<file path="config.mk">
export PLATFORM = sky130hd
export DESIGN_NAME = mem_port_arbiter_flat
export DESIGN_NICKNAME = d
export VERILOG_FILES = /design/src/rtl/mem_arb_pkg.sv /design/src/rtl/mem_port_arbiter_if.sv /design/src/rtl/mem_arb_tag_pipe.sv /design/src/rtl/mem_port_arbiter.sv /design/src/flat_wrapper.sv
export SDC_FILE = /design/constraint.sdc
export NUM_CORES = 1
export LEC_CHECK = 0
export ABC_AREA = 1
export CORE_AREA = 2 2 107 109
export DETAILED_ROUTE_END_ITERATION = 10
export DIE_AREA = 0 0 109 111
export GPL_ROUTABILITY_DRIVEN = 0
export GPL_TIMING_DRIVEN = 1
export HOLD_SLACK_MARGIN = 0.06
export PLACE_DENSITY_LB_ADDON = 0.25
export SYNTH_ARGS = -nofsm -noshare
export SYNTH_HDL_FRONTEND = slang
export SYNTH_SLANG_ARGS = --single-unit
</file>
<file path="constraint.sdc">
create_clock -name clk -period 1.5 [get_ports clk]
set_clock_uncertainty 0.1 [all_clocks]
set_input_delay 0.375 -clock clk [delete_from_list [all_inputs] [get_ports clk]]
set_output_delay 0.375 -clock clk [all_outputs]
set_load 0.005 [all_outputs]
</file>
<file path="src/rtl/mem_arb_pkg.sv">
// Shared types for the memory-port arbiter: requester identity and the
// per-access tag that travels alongside each in-flight request.
package mem_arb_pkg;

  typedef enum logic {
    OWN_IF = 1'b0,
    OWN_D  = 1'b1
  } owner_t;

  typedef struct packed {
    logic   valid;
    owner_t owner;
    logic   is_read;
    logic   killed;
  } tag_t;

endpackage

</file>
<file path="src/rtl/mem_port_arbiter_if.sv">
// Bundle of fetch, data and memory-side signals around the port arbiter.
// slave: the arbiter's view; master: requesters plus memory.
interface mem_port_arbiter_if #(
  parameter int AW = 32,
  parameter int DW = 32
);
  logic            if_req;
  logic [AW-1:0]   if_addr;
  logic            if_flush;
  logic            if_grant;
  logic            if_rvalid;
  logic [DW-1:0]   if_rdata;
  logic            d_req;
  logic            d_we;
  logic [DW/8-1:0] d_be;
  logic [AW-1:0]   d_addr;
  logic [DW-1:0]   d_wdata;
  logic            d_grant;
  logic            d_rvalid;
  logic [DW-1:0]   d_rdata;
  logic            mem_en;
  logic            mem_we;
  logic [DW/8-1:0] mem_be;
  logic [AW-1:0]   mem_addr;
  logic [DW-1:0]   mem_wdata;
  logic [DW-1:0]   mem_rdata;

  modport slave (
    input  if_req, if_addr, if_flush, d_req, d_we, d_be, d_addr, d_wdata, mem_rdata,
    output if_grant, if_rvalid, if_rdata, d_grant, d_rvalid, d_rdata,
           mem_en, mem_we, mem_be, mem_addr, mem_wdata
  );

  modport master (
    output if_req, if_addr, if_flush, d_req, d_we, d_be, d_addr, d_wdata, mem_rdata,
    input  if_grant, if_rvalid, if_rdata, d_grant, d_rvalid, d_rdata,
           mem_en, mem_we, mem_be, mem_addr, mem_wdata
  );
endinterface

</file>
<file path="src/rtl/mem_arb_tag_pipe.sv">
// Two-stage tag shift register matching the 2-cycle memory latency, with
// fetch-flush kill applied to both stages and to the entry being loaded.
module mem_arb_tag_pipe
  import mem_arb_pkg::*;
(
  input  logic clk,
  input  logic rst,
  input  logic flush_i,
  input  tag_t tag_i,
  output logic if_rvalid_o,
  output logic d_rvalid_o
);

  tag_t tag_p0_q, tag_p0_d;
  tag_t tag_p1_q, tag_p1_d;

  always_comb begin
    tag_p0_d = tag_i;
    tag_p1_d = tag_p0_q;
    if (flush_i && tag_i.owner == OWN_IF)    tag_p0_d.killed = 1'b1;
    if (flush_i && tag_p0_q.owner == OWN_IF) tag_p1_d.killed = 1'b1;
  end

  always_ff @(posedge clk) begin
    if (rst) begin
      tag_p0_q <= '0;
      tag_p1_q <= '0;
    end else begin
      tag_p0_q <= tag_p0_d;
      tag_p1_q <= tag_p1_d;
    end
  end

  // Output stage: a flush in the presenting cycle kills the fetch response too.
  always_comb begin
    if_rvalid_o = ~rst & tag_p1_q.valid & (tag_p1_q.owner == OWN_IF) &
                  ~tag_p1_q.killed & ~flush_i;
    d_rvalid_o  = ~rst & tag_p1_q.valid & (tag_p1_q.owner == OWN_D) & tag_p1_q.is_read;
  end

endmodule

</file>
<file path="src/rtl/mem_port_arbiter.sv">
// Single-port memory arbiter between instruction fetch and load/store.
// Optional anti-starvation for fetch is enabled with `define ARB_FAIR_EN.
module mem_port_arbiter
  import mem_arb_pkg::*;
#(
  parameter int AW         = 32,
  parameter int DW         = 32,
  parameter int STARVE_MAX = 4
) (
  input  logic               clk,
  input  logic               rst,
  mem_port_arbiter_if.slave  bus
);

  logic if_grant, d_grant, force_if;
  tag_t new_tag;

`ifdef ARB_FAIR_EN
  localparam int CW = $clog2(STARVE_MAX + 1);
  logic [CW-1:0] starve_q, starve_d;

  assign force_if = bus.if_req & bus.d_req & (starve_q == CW'(STARVE_MAX));

  always_comb begin
    starve_d = starve_q;
    if (!bus.if_req || if_grant) starve_d = '0;
    else if (d_grant)            starve_d = starve_q + CW'(1);
  end

  always_ff @(posedge clk) begin
    if (rst) starve_q <= '0;
    else     starve_q <= starve_d;
  end
`else
  logic unused_starve;
  assign unused_starve = ^STARVE_MAX;
  assign force_if      = 1'b0;
`endif

  assign d_grant      = ~rst & bus.d_req & ~force_if;
  assign if_grant     = ~rst & bus.if_req & ~d_grant;
  assign bus.d_grant  = d_grant;
  assign bus.if_grant = if_grant;

  always_comb begin
    bus.mem_en    = if_grant | d_grant;
    bus.mem_we    = 1'b0;
    bus.mem_be    = '0;
    bus.mem_addr  = '0;
    bus.mem_wdata = '0;
    if (d_grant) begin
      bus.mem_we    = bus.d_we;
      bus.mem_be    = bus.d_be;
      bus.mem_addr  = bus.d_addr;
      bus.mem_wdata = bus.d_wdata;
    end else if (if_grant) begin
      bus.mem_be    = '1;
      bus.mem_addr  = bus.if_addr;
    end
  end

  always_comb begin
    new_tag.valid   = if_grant | d_grant;
    new_tag.owner   = d_grant ? OWN_D : OWN_IF;
    new_tag.is_read = d_grant ? ~bus.d_we : 1'b1;
    new_tag.killed  = 1'b0;
  end

  mem_arb_tag_pipe u_tag_pipe (
    .clk         (clk),
    .rst         (rst),
    .flush_i     (bus.if_flush),
    .tag_i       (new_tag),
    .if_rvalid_o (bus.if_rvalid),
    .d_rvalid_o  (bus.d_rvalid)
  );

  assign bus.if_rdata = bus.mem_rdata;
  assign bus.d_rdata  = bus.mem_rdata;

endmodule

</file>
<file path="src/flat_wrapper.sv">
// flat-port wrapper written by rule: the top's interface ports become plain ports
module mem_port_arbiter_flat import mem_arb_pkg::*;
#(
  parameter int AW         = 32,
  parameter int DW         = 32,
  parameter int STARVE_MAX = 4
)
  (clk, rst, bus_if_req, bus_if_addr, bus_if_flush, bus_d_req, bus_d_we, bus_d_be, bus_d_addr, bus_d_wdata, bus_mem_rdata, bus_if_grant, bus_if_rvalid, bus_if_rdata, bus_d_grant, bus_d_rvalid, bus_d_rdata, bus_mem_en, bus_mem_we, bus_mem_be, bus_mem_addr, bus_mem_wdata);
  mem_port_arbiter_if #(.AW(AW), .DW(DW)) bus_i ();
  input  logic clk;
  input  logic rst;
  input wire logic [$bits(bus_i.if_req)-1:0] bus_if_req;
  input wire logic [$bits(bus_i.if_addr)-1:0] bus_if_addr;
  input wire logic [$bits(bus_i.if_flush)-1:0] bus_if_flush;
  input wire logic [$bits(bus_i.d_req)-1:0] bus_d_req;
  input wire logic [$bits(bus_i.d_we)-1:0] bus_d_we;
  input wire logic [$bits(bus_i.d_be)-1:0] bus_d_be;
  input wire logic [$bits(bus_i.d_addr)-1:0] bus_d_addr;
  input wire logic [$bits(bus_i.d_wdata)-1:0] bus_d_wdata;
  input wire logic [$bits(bus_i.mem_rdata)-1:0] bus_mem_rdata;
  output wire logic [$bits(bus_i.if_grant)-1:0] bus_if_grant;
  output wire logic [$bits(bus_i.if_rvalid)-1:0] bus_if_rvalid;
  output wire logic [$bits(bus_i.if_rdata)-1:0] bus_if_rdata;
  output wire logic [$bits(bus_i.d_grant)-1:0] bus_d_grant;
  output wire logic [$bits(bus_i.d_rvalid)-1:0] bus_d_rvalid;
  output wire logic [$bits(bus_i.d_rdata)-1:0] bus_d_rdata;
  output wire logic [$bits(bus_i.mem_en)-1:0] bus_mem_en;
  output wire logic [$bits(bus_i.mem_we)-1:0] bus_mem_we;
  output wire logic [$bits(bus_i.mem_be)-1:0] bus_mem_be;
  output wire logic [$bits(bus_i.mem_addr)-1:0] bus_mem_addr;
  output wire logic [$bits(bus_i.mem_wdata)-1:0] bus_mem_wdata;
  assign bus_i.if_req = bus_if_req;
  assign bus_i.if_addr = bus_if_addr;
  assign bus_i.if_flush = bus_if_flush;
  assign bus_i.d_req = bus_d_req;
  assign bus_i.d_we = bus_d_we;
  assign bus_i.d_be = bus_d_be;
  assign bus_i.d_addr = bus_d_addr;
  assign bus_i.d_wdata = bus_d_wdata;
  assign bus_i.mem_rdata = bus_mem_rdata;
  assign bus_if_grant = bus_i.if_grant;
  assign bus_if_rvalid = bus_i.if_rvalid;
  assign bus_if_rdata = bus_i.if_rdata;
  assign bus_d_grant = bus_i.d_grant;
  assign bus_d_rvalid = bus_i.d_rvalid;
  assign bus_d_rdata = bus_i.d_rdata;
  assign bus_mem_en = bus_i.mem_en;
  assign bus_mem_we = bus_i.mem_we;
  assign bus_mem_be = bus_i.mem_be;
  assign bus_mem_addr = bus_i.mem_addr;
  assign bus_mem_wdata = bus_i.mem_wdata;
  mem_port_arbiter #(.AW(AW), .DW(DW), .STARVE_MAX(STARVE_MAX)) u_core (.clk(clk), .rst(rst), .bus(bus_i));
endmodule
</file>
-- Word level (Yosys, flattened, before mapping)
Index checks and enable logic that the tools add are counted.
- bits in latches: 0
- memories kept: 0
- register bits: 8
- output and inout port bits: 138
- input bits: 138
- memory bits (read-only): 0
- memory bits (writable): 0
- word-level logic and storage cells: 38
- $lt $le $gt $ge: 0
- divide/modulo/power cells: 0
- mux-type cells: 10
- equality and inequality tests: 0
- multipliers: 0
- reduce and logical (&&, ||, !) cells: 2
- bitwise logic cells: 18
- shifts and indexed selects: 0
- $add $sub $neg: 0
- operator list (cell ; number):
    2-to-1 mux 32 bit ; 3
    AND 1 bit ; 9
    2-to-1 mux 4 bit ; 2
    inverter 1 bit ; 8
    2-to-1 mux 1 bit ; 5
    logical AND 1 bit ; 2
    bitwise OR 1 bit ; 1

-- Depth between registers and ports, before layout
- depth after elaboration: 6
- depth in mapped cells: 6
- depth with buffers taken out: 4

-- Cells and area by module
A second synthesis with hierarchy kept.
- cell total of the unflattened synthesis: 295
- area, all modules: 1617.8 µm²
- by module, submodules not included (module ; area each (µm²) ; sequential area each (µm²) ; times used ; cells an instance):
    mem_port_arbiter ; 1341.3 ; 0.0 ; 1 ; 260
    mem_arb_tag_pipe ; 276.5 ; 160.2 ; 1 ; 35

-- Worst setup path before layout
OpenSTA, ideal clock, no wires.
- kind: input to output
- from: input port rst
- to: output port bus_mem_addr[10]
- required time: 1025 ps
- data arrival time: 1055 ps
- slack: -30 ps
- buffers on the path: 2
- stages on the path: 5
- cell sequence: buf_2 > nor2_2 > buf_2 > nand3_1 > nand2_1
- word-level cells in the longest chain between the ends: 6
- elaborated cells on any way between the ends: 7
- those cells by class: 2 x mux; 5 x bitwise
- RTL lines (element ; RTL line ; RTL):
    from (decl) ; flat_wrapper.sv:11 ; input logic rst;
    inverter 1 bit (*) ; mem_port_arbiter.sv:40, mem_port_arbiter.sv:41 ;
    AND 1 bit ; mem_port_arbiter.sv:40 ; assign d_grant = ~rst & bus.d_req & ~force_if;
    inverter 1 bit ; mem_port_arbiter.sv:41 ; assign if_grant = ~rst & bus.if_req & ~d_grant;
    AND 1 bit ; mem_port_arbiter.sv:41 ;
    2-to-1 mux 32 bit ; mem_port_arbiter.sv:56 ; end else if (if_grant) begin
    2-to-1 mux 32 bit (*) ; mem_port_arbiter.sv:51 ; if (d_grant) begin
    to (decl) ; flat_wrapper.sv:30 ; output wire logic [$bits(bus_i.mem_addr)-1:0] bus_mem_addr;
Mark *: on every way between the ends. The rest lies on a longest branch, timed or not.

-- Worst setup path in the final report
- from: input port rst
- to: output port bus_mem_addr[18]
The elaborated chain is that of the path after synthesis.

==> results <==
sequential cells by signal, indices dropped and copies added (netlist names):
register / count
u_core.u_tag_pipe.tag_p0_q: 4
u_core.u_tag_pipe.tag_p1_q: 4
layout by cell type (no fill, tap or decap), drive strengths merged:
cell type	instances
buf	115
clkdlybuf4s50	98
nand2	78
nor2	45
inv	41
nand3	33
dfxtp	8
clkbuf	5
dlygate4sd2	4
clkdlybuf4s15	2
a21oi	1
nor3	1
timing repair:
| action | 4_1_cts | 5_1_grt |
|---|---|---|
| endpoints found under the hold margin | 0 | 0 |
| gates resized for setup | 388 | 49 |
| cloned | 7 | 2 |
| pin swaps | 24 | 26 |
| setup buffers | 20 | 3 |
| setup endpoints to repair | 74 | 72 |
worst paths after layout:
path	startpoint	endpoint	slack [ns]	depth (start not counted)
setup / recovery	rst	bus_mem_addr[18]	-0.20	8
hold / removal	u_core.u_tag_pipe.tag_p0_q[3]$_SDFF_PP0_	u_core.u_tag_pipe.tag_p1_q[3]$_SDFF_PP0_	0.30	2
setup reg to reg	u_core.u_tag_pipe.tag_p0_q[2]$_SDFF_PP0_	u_core.u_tag_pipe.tag_p1_q[0]$_SDFF_PP0_	0.83	3
hold reg to reg	u_core.u_tag_pipe.tag_p0_q[3]$_SDFF_PP0_	u_core.u_tag_pipe.tag_p1_q[3]$_SDFF_PP0_	0.30	2
worst max-delay path, cell delays in order:
cell and delay [ns]:
sky130_fd_sc_hd__buf_8 0.11, sky130_fd_sc_hd__nor2_4 0.11, sky130_fd_sc_hd__buf_6 0.12, sky130_fd_sc_hd__buf_6 0.12, sky130_fd_sc_hd__buf_16 0.12, sky130_fd_sc_hd__nand3_1 0.08
sky130_fd_sc_hd__nand2_1 0.07, sky130_fd_sc_hd__buf_2 0.11
power by group:
group	internal, W	leakage [nW]	switching (W)
clock network	0.000343	0.0370	0.000102
logic	0.000520	1.78	0.000328
registers	0.000226	0.0665	0.00000303
routing by layer:
| layer | GRT usage [%] | vias to the layer above | routed length, um |
|---|---|---|---|
| met1 | 11.91 | 980 | 2775 |
| li1 | - | 1073 | - |
| met2 | 24.18 | 136 | 4352 |
| met4 | 4.103 | 0 | 192 |
| met5 | 0 | - | 0 |
| met3 | 2.763 | 28 | 926 |
through the flow:
step	hold WS, ns	instance area (sq um)
6_report	0.2973	3601
5_1_grt	0.3169	3601
4_1_cts	0.2988	3475
3_5_place_dp	0.2948	3119
3_3_place_gp	0.2917	3119
2_1_floorplan	0.2883	1523
logic make-up after synthesis:
kind of cell           count (synthesis)  share of synthesized area, %
AO/OA/AOI/OAI                          1                        0.3311
buffers and inverters                120                         47.06
flip-flops                             8                         10.60
AND/OR/NAND/NOR                      157                         42.01
final cells by class:
cell class | count | area, sq um
Timing Repair Buffer | 221 | 2058
Sequential cell | 8 | 160.2
Multi-Input combinational cell | 158 | 964.7
Fill cell | 1228 | 7476
Clock buffer | 3 | 75.07
Inverter | 41 | 163.9
Tap cell | 143 | 178.9
==> flow_summary_export.csv <==
group,metric,value,unit
worst_setup_path,critPathRequiredTime,1.02,ns
yosys,number_of_synthesized_flops_with_an_enable_pin,0,
placed_design,dp_hpwl,5624,um
placed_design,placement.io_buffers,179,
clock_tree,max-clock-path-buffers,2,
timing,finalSetupViolations,70,
grt,total_global_routing_track_utilization,12.18,%
timing,rsz0062_at_grt,"yes",
clock_tree,clk_root_buffer_cell,"sky130_fd_sc_hd__clkbuf_16",
yosys,synth_nets,424,
drt,vias_per_cell,3.862,
timing,hold_viol_final,0,
drt,routed_wire_length,8246,um
worst_setup_path,path_class,"primary input to output port",
yosys,yosys_most_used_dff,"sky130_fd_sc_hd__dfxtp_1",
floorplanning,dieWidth,109,um
grt,grt_start_max_net_pins,22,
clock_tree,clk_pin_slew,0.03,ns
yosys,synth_cell_types,12,
grt,grt_antenna_before_repair,0,
grt,number_of_global_route_vias_before_repair,2218,
yosys,post_synthesis_area_per_instance,5.280,sq um
layout,utilization,32.51,%
yosys,synth_top_area_cell,"sky130_fd_sc_hd__buf_4",
run_status,status,"finished, violations left",
drt,ant_nets,0,
yosys,netlist_area,1510,sq um
timing,min_period_over_period,113.3,%
grt,first_pass_grt_wire_length,11340,um
clock_tree,tritoncts,"built",
yosys,synthArstFlopShare,0,%
clock_tree,total_number_of_clock_tree_sinks,8,
yosys,yosysWarningCount,0,
drt,detail_route.wl_per_cell,14.37,um
floorplanning,pin_count,276,
floorplanning,rows,39,
timing,worst_pin_slew,0.1438,ns
yosys,synth.ff_latch_count,8,
yosys,syn_inst,286,
timing,finalCriticalPeriod,1.699,ns
layout,drive_above_1_share,45.94,%
clock_tree,cts_buffers,3,
layout,nets,571,
worst_setup_path,arrival,1.22,ns
clock_tree,count_of_hold_fix_buffers_inserted_at_cts,0,
power,power.density,422.7,nW/um^2
flow_run,max-cap-violations,0,
timing,slew_headroom,90.34,%
worst_setup_path,timing.critical_path.to_type,"output port",
timing,timing.fmax,588.5,MHz
floorplanning,die_h,111,um
min_path,min_path_type,"register to register",
placed_design,place_inst,545,
drt,detail_route.drc_violations,0,
yosys,yosys.cell_count.top_type,"sky130_fd_sc_hd__nand2_1",
run_status,failed_checks,"setup timing",
drt,route.vias.total,2217,
floorplanning,die-area,12100,sq um
power,power,0.001522,W
yosys,synth_largest_type_area_fraction,33.80,%
clock_tree,insertion_delay,0.23,ns
timing,setup_tns,-8.765,ns
placed_design,place_worst_setup_slack,-1.029,ns
layout,flow.area_growth_from_synthesis,138.4,%
clock_tree,htree_levels,1,
layout,post_layout_nonfiller_instances,574,
drt,dr.first_iter.drc_count,65,
yosys,synthTopCellsByArea,"sky130_fd_sc_hd__buf_4 (34%), sky130_fd_sc_hd__nand2_1 (19%), sky130_fd_sc_hd__nand3_1 (11%)",
power,worst_ir_drop_vdd,0.3361,mV
floorplanning,initial_core_util,13.63,%
drt,drt_pre_antenna_iters,4,
grt,grt_remaining_overflow,0,
timing,timing.final.max_slew_violations,0,
yosys,yosys-top-cells-count,"sky130_fd_sc_hd__nand2_1 (78), sky130_fd_sc_hd__buf_4 (68), sky130_fd_sc_hd__nor2_1 (44), sky130_fd_sc_hd__inv_1 (39), sky130_fd_sc_hd__nand3_1 (33)",
timing,post_route_worst_setup_slack,-0.1992,ns
worst_setup_path,critPathMaxFanout,6,
power,leakagePower,1.888,nW
worst_setup_path,critPathLaunchType,"primary input",
layout,diodes,0,
floorplanning,fp.coreArea,11080,sq um
yosys,yosysSeqAreaShare,10.60,%
Note: power is estimated with default switching activity, not from simulation.
